### config.mk
export PLATFORM = sky130hd
export DESIGN_NAME = crc_decoder
export DESIGN_NICKNAME = d
export VERILOG_FILES = /design/src/rtl/crc_decoder.sv
export SDC_FILE = /design/constraint.sdc
export NUM_CORES = 1
export LEC_CHECK = 0
export ABC_AREA = 1
export CORE_MARGIN = 1
export CORE_UTILIZATION = 40
export DETAILED_ROUTE_END_ITERATION = 10
export SLEW_MARGIN = 25
export SYNTH_ARGS = -nofsm -noshare
export SYNTH_HDL_FRONTEND = slang
export SYNTH_SLANG_ARGS = --single-unit
export TNS_END_PERCENT = 30
### constraint.sdc
create_clock -name clk -period 1.4 [get_ports clk]
set_input_delay 0.28 -clock clk [delete_from_list [all_inputs] [get_ports clk]]
set_output_delay 0.28 -clock clk [all_outputs]
set_load 0.01 [all_outputs]
### src/rtl/crc_decoder.sv
// Bit-serial CRC checker: divides a {msg, crc} codeword by the generator
// polynomial one bit per clock and reports message, syndrome and error flag.
module crc_decoder #(
    parameter int MSG_W = 7,
    parameter int GP_W  = 3,
    localparam int CW_W = MSG_W + GP_W - 1
) (
    input  logic               clk,
    input  logic               rst_n,
    input  logic [GP_W-1:0]    gp,
    input  logic [CW_W-1:0]    cw_in,
    input  logic               in_valid,
    output logic               in_ready,
    output logic [MSG_W-1:0]   msg_out,
    output logic [GP_W-2:0]    syndrome,
    output logic               crc_err,
    output logic               out_valid,
    input  logic               out_ready,
    output logic [7:0]         err_cnt,
    output logic [1:0]         fsm_state
);

    localparam int R     = GP_W - 1;
    localparam int CNT_W = $clog2(CW_W);
    localparam logic [CNT_W-1:0] LAST_BIT = CNT_W'(CW_W - 1);

    localparam logic [1:0] IDLE  = 2'd0;
    localparam logic [1:0] SHIFT = 2'd1;
    localparam logic [1:0] DONE  = 2'd2;

    // Handshakes: a transfer happens on a rising edge where valid and ready are
    // both high; out_valid holds its result until out_ready, in_ready only in IDLE.

    logic [1:0]       state;
    logic [CW_W-1:0]  shreg;
    logic [MSG_W-1:0] msg_r;
    logic [R-1:0]     gp_r;
    logic [R-1:0]     rem;
    logic [R-1:0]     rem_next;
    logic [CNT_W-1:0] cnt;
    logic             top;

    // The generator MSB is implicitly 1, so the input bit carries no information.
    logic gp_msb_unused;
    assign gp_msb_unused = gp[GP_W-1];

    assign in_ready  = (state == IDLE);
    assign out_valid = (state == DONE);
    assign fsm_state = state;

    always_comb begin
        rem_next    = '0;
        top         = rem[R-1];
        rem_next[0] = shreg[CW_W-1] ^ (top & gp_r[0]);
        for (int i = 1; i < R; i++) begin
            rem_next[i] = rem[i-1] ^ (top & gp_r[i]);
        end
    end

    always_ff @(posedge clk or negedge rst_n) begin
        if (!rst_n) begin
            state    <= IDLE;
            shreg    <= '0;
            msg_r    <= '0;
            gp_r     <= '0;
            rem      <= '0;
            cnt      <= '0;
            msg_out  <= '0;
            syndrome <= '0;
            crc_err  <= 1'b0;
            err_cnt  <= '0;
        end else begin
            case (state)
                IDLE: begin
                    if (in_valid) begin
                        shreg <= cw_in;
                        msg_r <= cw_in[CW_W-1:R];
                        gp_r  <= gp[R-1:0];
                        rem   <= '0;
                        cnt   <= '0;
                        state <= SHIFT;
                    end
                end
                SHIFT: begin
                    rem   <= rem_next;
                    shreg <= {shreg[CW_W-2:0], 1'b0};
                    cnt   <= cnt + CNT_W'(1);
                    if (cnt == LAST_BIT) begin
                        msg_out  <= msg_r;
                        syndrome <= rem_next;
                        crc_err  <= |rem_next;
                        state    <= DONE;
                    end
                end
                DONE: begin
                    if (out_ready) begin
                        state <= IDLE;
                        if (crc_err && (err_cnt != 8'hFF)) begin
                            err_cnt <= err_cnt + 8'd1;
                        end
                    end
                end
                default: state <= IDLE;
            endcase
        end
    end

endmodule

==> results.yml <==
power:
  internal_power_w: 0.00332
  share_seq_of_total_power: 0.396
  power.clock.fraction: 0.184
  switching_share: 0.360
  ir_worst_vdd_mv: 0.807
  total_leakage_power_nw: 1.47
  power.density_cell_area_mw_per_mm2: 1830
  combinationalPowerShare: 0.421
  p_switching_w: 0.00187
final_layout:
  fill_cells: 457
  layout.area.seq_mm2: 0.00110
  multi_input_comb_area_um2: 900
  utilization_of_the_core_after_routing: 0.579
  antenna_cells: 0
  area_growth_syn_to_layout_pct: 35.6
  drive_gt1_frac: 0.276
  final_nets: 312
  final_cell_count_no_fill: 361
  final_design_area_no_fill_mm2: 0.00283
sta:
  setup_total_negative_slack_ns: 0
  slew_violations: 0
  worstMarginPinSlew_ns: 0.239
  fin_clk_skew_ns: 0.00635
  min_period_ns: 1.33
  timing_hold_violations_final: 0
  layout_worst_path_cycle_share: 0.952
  setup_viol: 0
  unrepaired_setup_endpoints_after_global_routing: "true"
  max-slew-margin-rel: 0.841
  fmaxAchievable_mhz: 750
  finalWorstSetupSlack_ns: 0.0673
clock_network:
  clock_tree_from_tritoncts: "yes"
  cts_inserted_buffers: 5
  worst_setup_hold_path_clk_slew_ns: 0.08
  clock_insertion_delay_worst_skew_ns: 0.29
  htree_num_levels: 2
  cts-root-to-sink-buffers: 2
  clock-sinks: 44
  clockRootBuffer: "clkbuf_8"
placed_design:
  place_inst: 346
  pre_cts_slack_ns: -0.0219
  dpl-instance-area_mm2: 0.00265
  placement.io_buffers: 36
  hpwlAfterDp_um: 2760
  routabilityCongestion: 0.723
yosys:
  fraction_of_synthesis_flops_using_an_asynchronous_set_or_reset_pin: 1.00
  syn_area_per_cell_um2: 9.18
  synth_fp_nets: 246
  yosys_register_bits: 44
  synth_edf_count: 0
  synthesis.area_mm2: 0.00208
  synthCells: 227
  synth.area.top_cells: "dfrtp_1, nand2_1, nand3_2, nand2_2, o21ai_2"
  yosys_warnings: 0
  synthDominantAreaCellType: "dfrtp_1"
  netlist-cell-type-count: 26
  ys_top_cells_by_count: "nand2_1, dfrtp_1, inv_1"
  post-synth-top-count-cell: "nand2_1"
  synth.yosys.seq_area_share: 0.528
  yosys_most_used_dff: "dfrtp_1"
  synth_top_area_share: 0.528
grt:
  aggregate_global_routing_overflow: 0
  maximum_number_of_pins_on_one_net_before_global_route_repair: 45
  grt_use_total: 0.173
  first_pass_grt_wire_length_um: 7200
  first_global_vias: 1627
  grt_antenna_before_repair: 0
floorplanning:
  fp.dieW_um: 74.2
  initial_util: 0.427
  core_mm2: 0.00488
  rows: 25
  top_level_ports: 38
  design.die.area_mm2: 0.00550
  floorplan.die.height_um: 74.2
critical_path:
  cpMaxStageDelayCell: "dfrtp_1"
  cp_data_arrival_time_ns: 1.05
  required_ns: 1.12
  timing.critical_path.cells: "buf_4 -> nor2_4 -> buf_2"
  startpoint_type: "flop"
  worst_setup_path_end_kind: "output port"
  critical_path.max_stage_delay_ns: 0.38
  critical_path_class: "reg2out"
  critical_path.max_fanout: 2
flow_run:
  max_cap_viol_count: 0
min_path:
  min_path_type: "reg2reg"
run_status:
  outcome: "complete, no violations"
drt:
  avgRoutedWirePerCell_um: 11.6
  detailedRoute.firstIterationViolations: 87
  num_vias: 1619
  ant_nets: 0
  totalWireLength_um: 4190
  detail_route.first_pass.iterations: 4
  routed_via_density: 4.48
  drt_drc_violations_left: 0
## through the flow
step / power, W / hold WS [ns]
after global routing: 0.00564 / 0.506
final: 0.00519 / 0.478
after floorplan: 0.00342 / -0.0156
after global placement: 0.00428 / 0.277
after CTS: 0.00518 / 0.478
after detailed placement: 0.00432 / 0.278
## metal layers
layer	GRT usage	vias to the layer above	share of wire
li1	-	847	-
met1	0.217	738	0.46
met2	0.299	25	0.49
met3	0.0407	9	0.029
met4	0.0491	0	0.017
met5	0	-	0
## cell usage in the layout (no fill, tap or decap), types with 6 or more instances in the layout
master,n
clkdlybuf4s50_1,13
dlygate4sd2_1,19
o21ai_1,10
o21ai_2,7
nand2_1,81
dfrtp_1,43
nand2_2,14
nand3_1,6
inv_1,15
nand3_2,7
buf_4,23
## worst paths after layout
kind                                   start          to  slack [ns]  cells after the start
min in group asynchronous              rst_n  msg_out[3]        0.51                      3
worst max register to register        cnt[1]     crc_err        0.07                      8
worst max-delay path            fsm_state[1]    in_ready        0.07                      3
max in group asynchronous              rst_n  err_cnt[2]        0.68                      3
worst min-delay path                  cnt[3]      cnt[3]        0.48                      1
worst min register to register        cnt[3]      cnt[3]        0.48                      1
## what timing repair did
item,4_1_cts,5_1_grt
buffers inserted,5,0
pin swaps,0,2
cloned,0,1
hold buffers,1,0
endpoints found under the hold margin,44,0
gates resized for setup,30,12
endpoints found under the setup margin,22,19
## flip-flops by register name (all words and copies together), names as in the netlist, 4 cells and up
signal / count
msg_out: 7
err_cnt: 8
msg_r: 7
shreg: 9
cnt: 4
## layout make-up
class                   count  area share
clock buffers               6      0.0257
repair buffers             62       0.193
clock inverters             2      0.0124
inverters                  21      0.0314
multi-input cells         159       0.318
flip-flops and latches     44       0.390
well taps                  67      0.0297
## worst max-delay path: cells and delay by family (launching register included)
family | cells | cell delay, ns
flops | 1 | 0.38
buf+inv | 2 | 0.28
simple gates | 1 | 0.10
## power by group through the flow
| stage | Sequential (W) | Combinational, W | Clock [W] |
|---|---|---|---|
| 6_report | 0.00205 | 0.00218 | 0.000952 |
| 5_1_grt | 0.00213 | 0.00249 | 0.00102 |
| 4_1_cts | 0.00204 | 0.00215 | 0.000982 |
| 3_5_place_dp | 0.00207 | 0.00225 | 0 |
| 3_3_place_gp | 0.00206 | 0.00222 | 0 |
| 2_1_floorplan | 0.00215 | 0.00127 | 0 |
## logic make-up (layout without fill, tap and decap cells)
family,Yosys count,after routing,synth area share
and+or+nand+nor,126,127,0.293
DFF,44,44,0.528
buffers and inverters,25,91,0.0684
AOI/OAI and AO/OA,24,24,0.0714
xor gates and xnor gates,5,5,0.0210
adders and majority gates,3,3,0.0180
No activity file was read; power rests on OpenSTA's default activity.
==> edit (same settings) <==
The parameter `MSG_W` goes from 7 to 8.
--- a/src/rtl/crc_decoder.sv
+++ b/src/rtl/crc_decoder.sv
@@ -1,7 +1,7 @@
 // Bit-serial CRC checker: divides a {msg, crc} codeword by the generator
 // polynomial one bit per clock and reports message, syndrome and error flag.
 module crc_decoder #(
-    parameter int MSG_W = 7,
+    parameter int MSG_W = 8,
     parameter int GP_W  = 3,
     localparam int CW_W = MSG_W + GP_W - 1
 ) (
Interface: changed (resized cw_in and msg_out); port bits go from 38 to 40. No check against the original RTL was run, so the function may have changed too.
==> edit against the unedited design <==
- power rose by 3.2%
- largest power group is now registers
- routed wire length rose by 0.26%
- cell count rose by 4.2%
- critical endpoint unchanged
- clock power rose by 23%
- first-iteration DRC count fell by 22%
- critical path depth did not move
- sequential power rose by 6%
- design area rose by 3.9%
- synthesized area rose by 0.54%
- worst setup slack got worse by 0.032 ns
- sequential cell count rose by 3
- via count rose by 5.5%
- die area rose by 0.53%
- hold slack got worse by 0.087 ns
==> edit: results (changes against the unedited design) <==
\begin{tabular}{lr}
\hline
Metric & Value \\
\hline
\multicolumn{2}{l}{\textbf{Run status}} \\
\quad Result of the run & completed \\
\multicolumn{2}{l}{\textbf{Global route}} \\
\quad Wire length of the first global-routing pass & 7.058 mm (-2.0\%) \\
\quad Overall routing resource usage & 17.06\% (-0.29 points) \\
\multicolumn{2}{l}{\textbf{Power and ir drop}} \\
\quad Power density normalized to cell area & 1822 mW/mm\^{}2 (-0.72\%) \\
\quad Largest voltage drop on the vdd net & 1.016 mV (+26\%) \\
\quad Lkg Pwr & 0.001537 uW (+4.4\%) \\
\multicolumn{2}{l}{\textbf{Layout}} \\
\quad Util after Layout & 60.18\% (+2.3 points) \\
\quad Comb\_multi\_in & 165 (+3.8\%) \\
\quad Sequential cell area & 0.001177 sq mm (+6.8\%) \\
\quad Final cell count without fillers & 376 (+4.2\%) \\
\quad Fill cells & 452 (-1.1\%) \\
\quad Total of plain and repair buffers excluding clock buffers & 69 (+11\%) \\
\multicolumn{2}{l}{\textbf{Synthesis}} \\
\quad Most frequent cells after synthesis & 98 x sky130\_fd\_sc\_hd\_\_nand2\_1, 47 x sky130\_fd\_sc\_hd\_\_dfrtp\_1, 16 x sky130\_fd\_sc\_hd\_\_inv\_1 \\
\quad Synth cell types & 23 (-12\%) \\
\quad Post-Synthesis Mean Instance Area & 8.806 sq um (-4.1\%) \\
\quad Adder and majority gate portion of the synthesized area & 1.791\% (-0.0097 points) \\
\quad Share of the synthesized area in compound gates (AO/OA/AOI/OAI) & 6.149\% (-0.99 points) \\
\quad Synthesized-area fraction occupied by xor and xnor cells & 2.090\% (-0.011 points) \\
\quad Sequential fraction of the synthesis area & 56.12\% (+3.3 points) \\
\multicolumn{2}{l}{\textbf{Timing}} \\
\quad Setup clock skew after layout & 0.005965 ns (-0.0003892 ns) \\
\quad Final Critical Period & 1.364 ns (+0.03164 ns) \\
\quad Final-layout worst hold slack & 0.3904 ns (-0.08714 ns) \\
\quad Slew of the pin with the lowest slew margin & 0.3220 ns (+0.08338 ns) \\
\multicolumn{2}{l}{\textbf{Place}} \\
\quad Count of input and output buffers & 38 (+5.6\%) \\
\quad Area after detailed placement & 0.002663 sq mm (+0.66\%) \\
\quad Total instance count after detailed placement & 354 (+2.3\%) \\
\quad HPWL after detailed placement & 2.871 mm (+4.1\%) \\
\multicolumn{2}{l}{\textbf{Route}} \\
\quad Post-DR wirelength/cell & 11.18 um (-3.7\%) \\
\multicolumn{2}{l}{\textbf{Clock network}} \\
\quad Buffers inserted by post-CTS timing repair & 11 (+6) \\
\hline
\end{tabular}
edit: changes by cell type in the layout (fill, tap and decap cells not counted), moves of 3 or more:
cell / delta
sky130_fd_sc_hd__buf_4: +3
sky130_fd_sc_hd__nand3_1: +6
sky130_fd_sc_hd__nand2_1: +15
sky130_fd_sc_hd__nand2_2: -11
sky130_fd_sc_hd__o21ai_2: -7
sky130_fd_sc_hd__inv_2: +3
sky130_fd_sc_hd__nand3_2: -7
sky130_fd_sc_hd__dfrtp_1: +3
sky130_fd_sc_hd__o21ai_0: +5
edit: where the power goes:
group | switching [uW] | internal [uW] | leakage (uW) | total, uW
combinational | 1050 | 939 | 0.000871 | 1990
sequential | 286 | 1900 | 0.000601 | 2180
clock | 459 | 714 | 0.0000654 | 1170
edit: cells by family after synthesis:
group	after synthesis
adder cells (fa/ha/maj)	3
XOR/XNOR	5
AO/OA/AOI/OAI	25
AND/OR/NAND/NOR	132
buffers and inverters	26
flip-flops	47
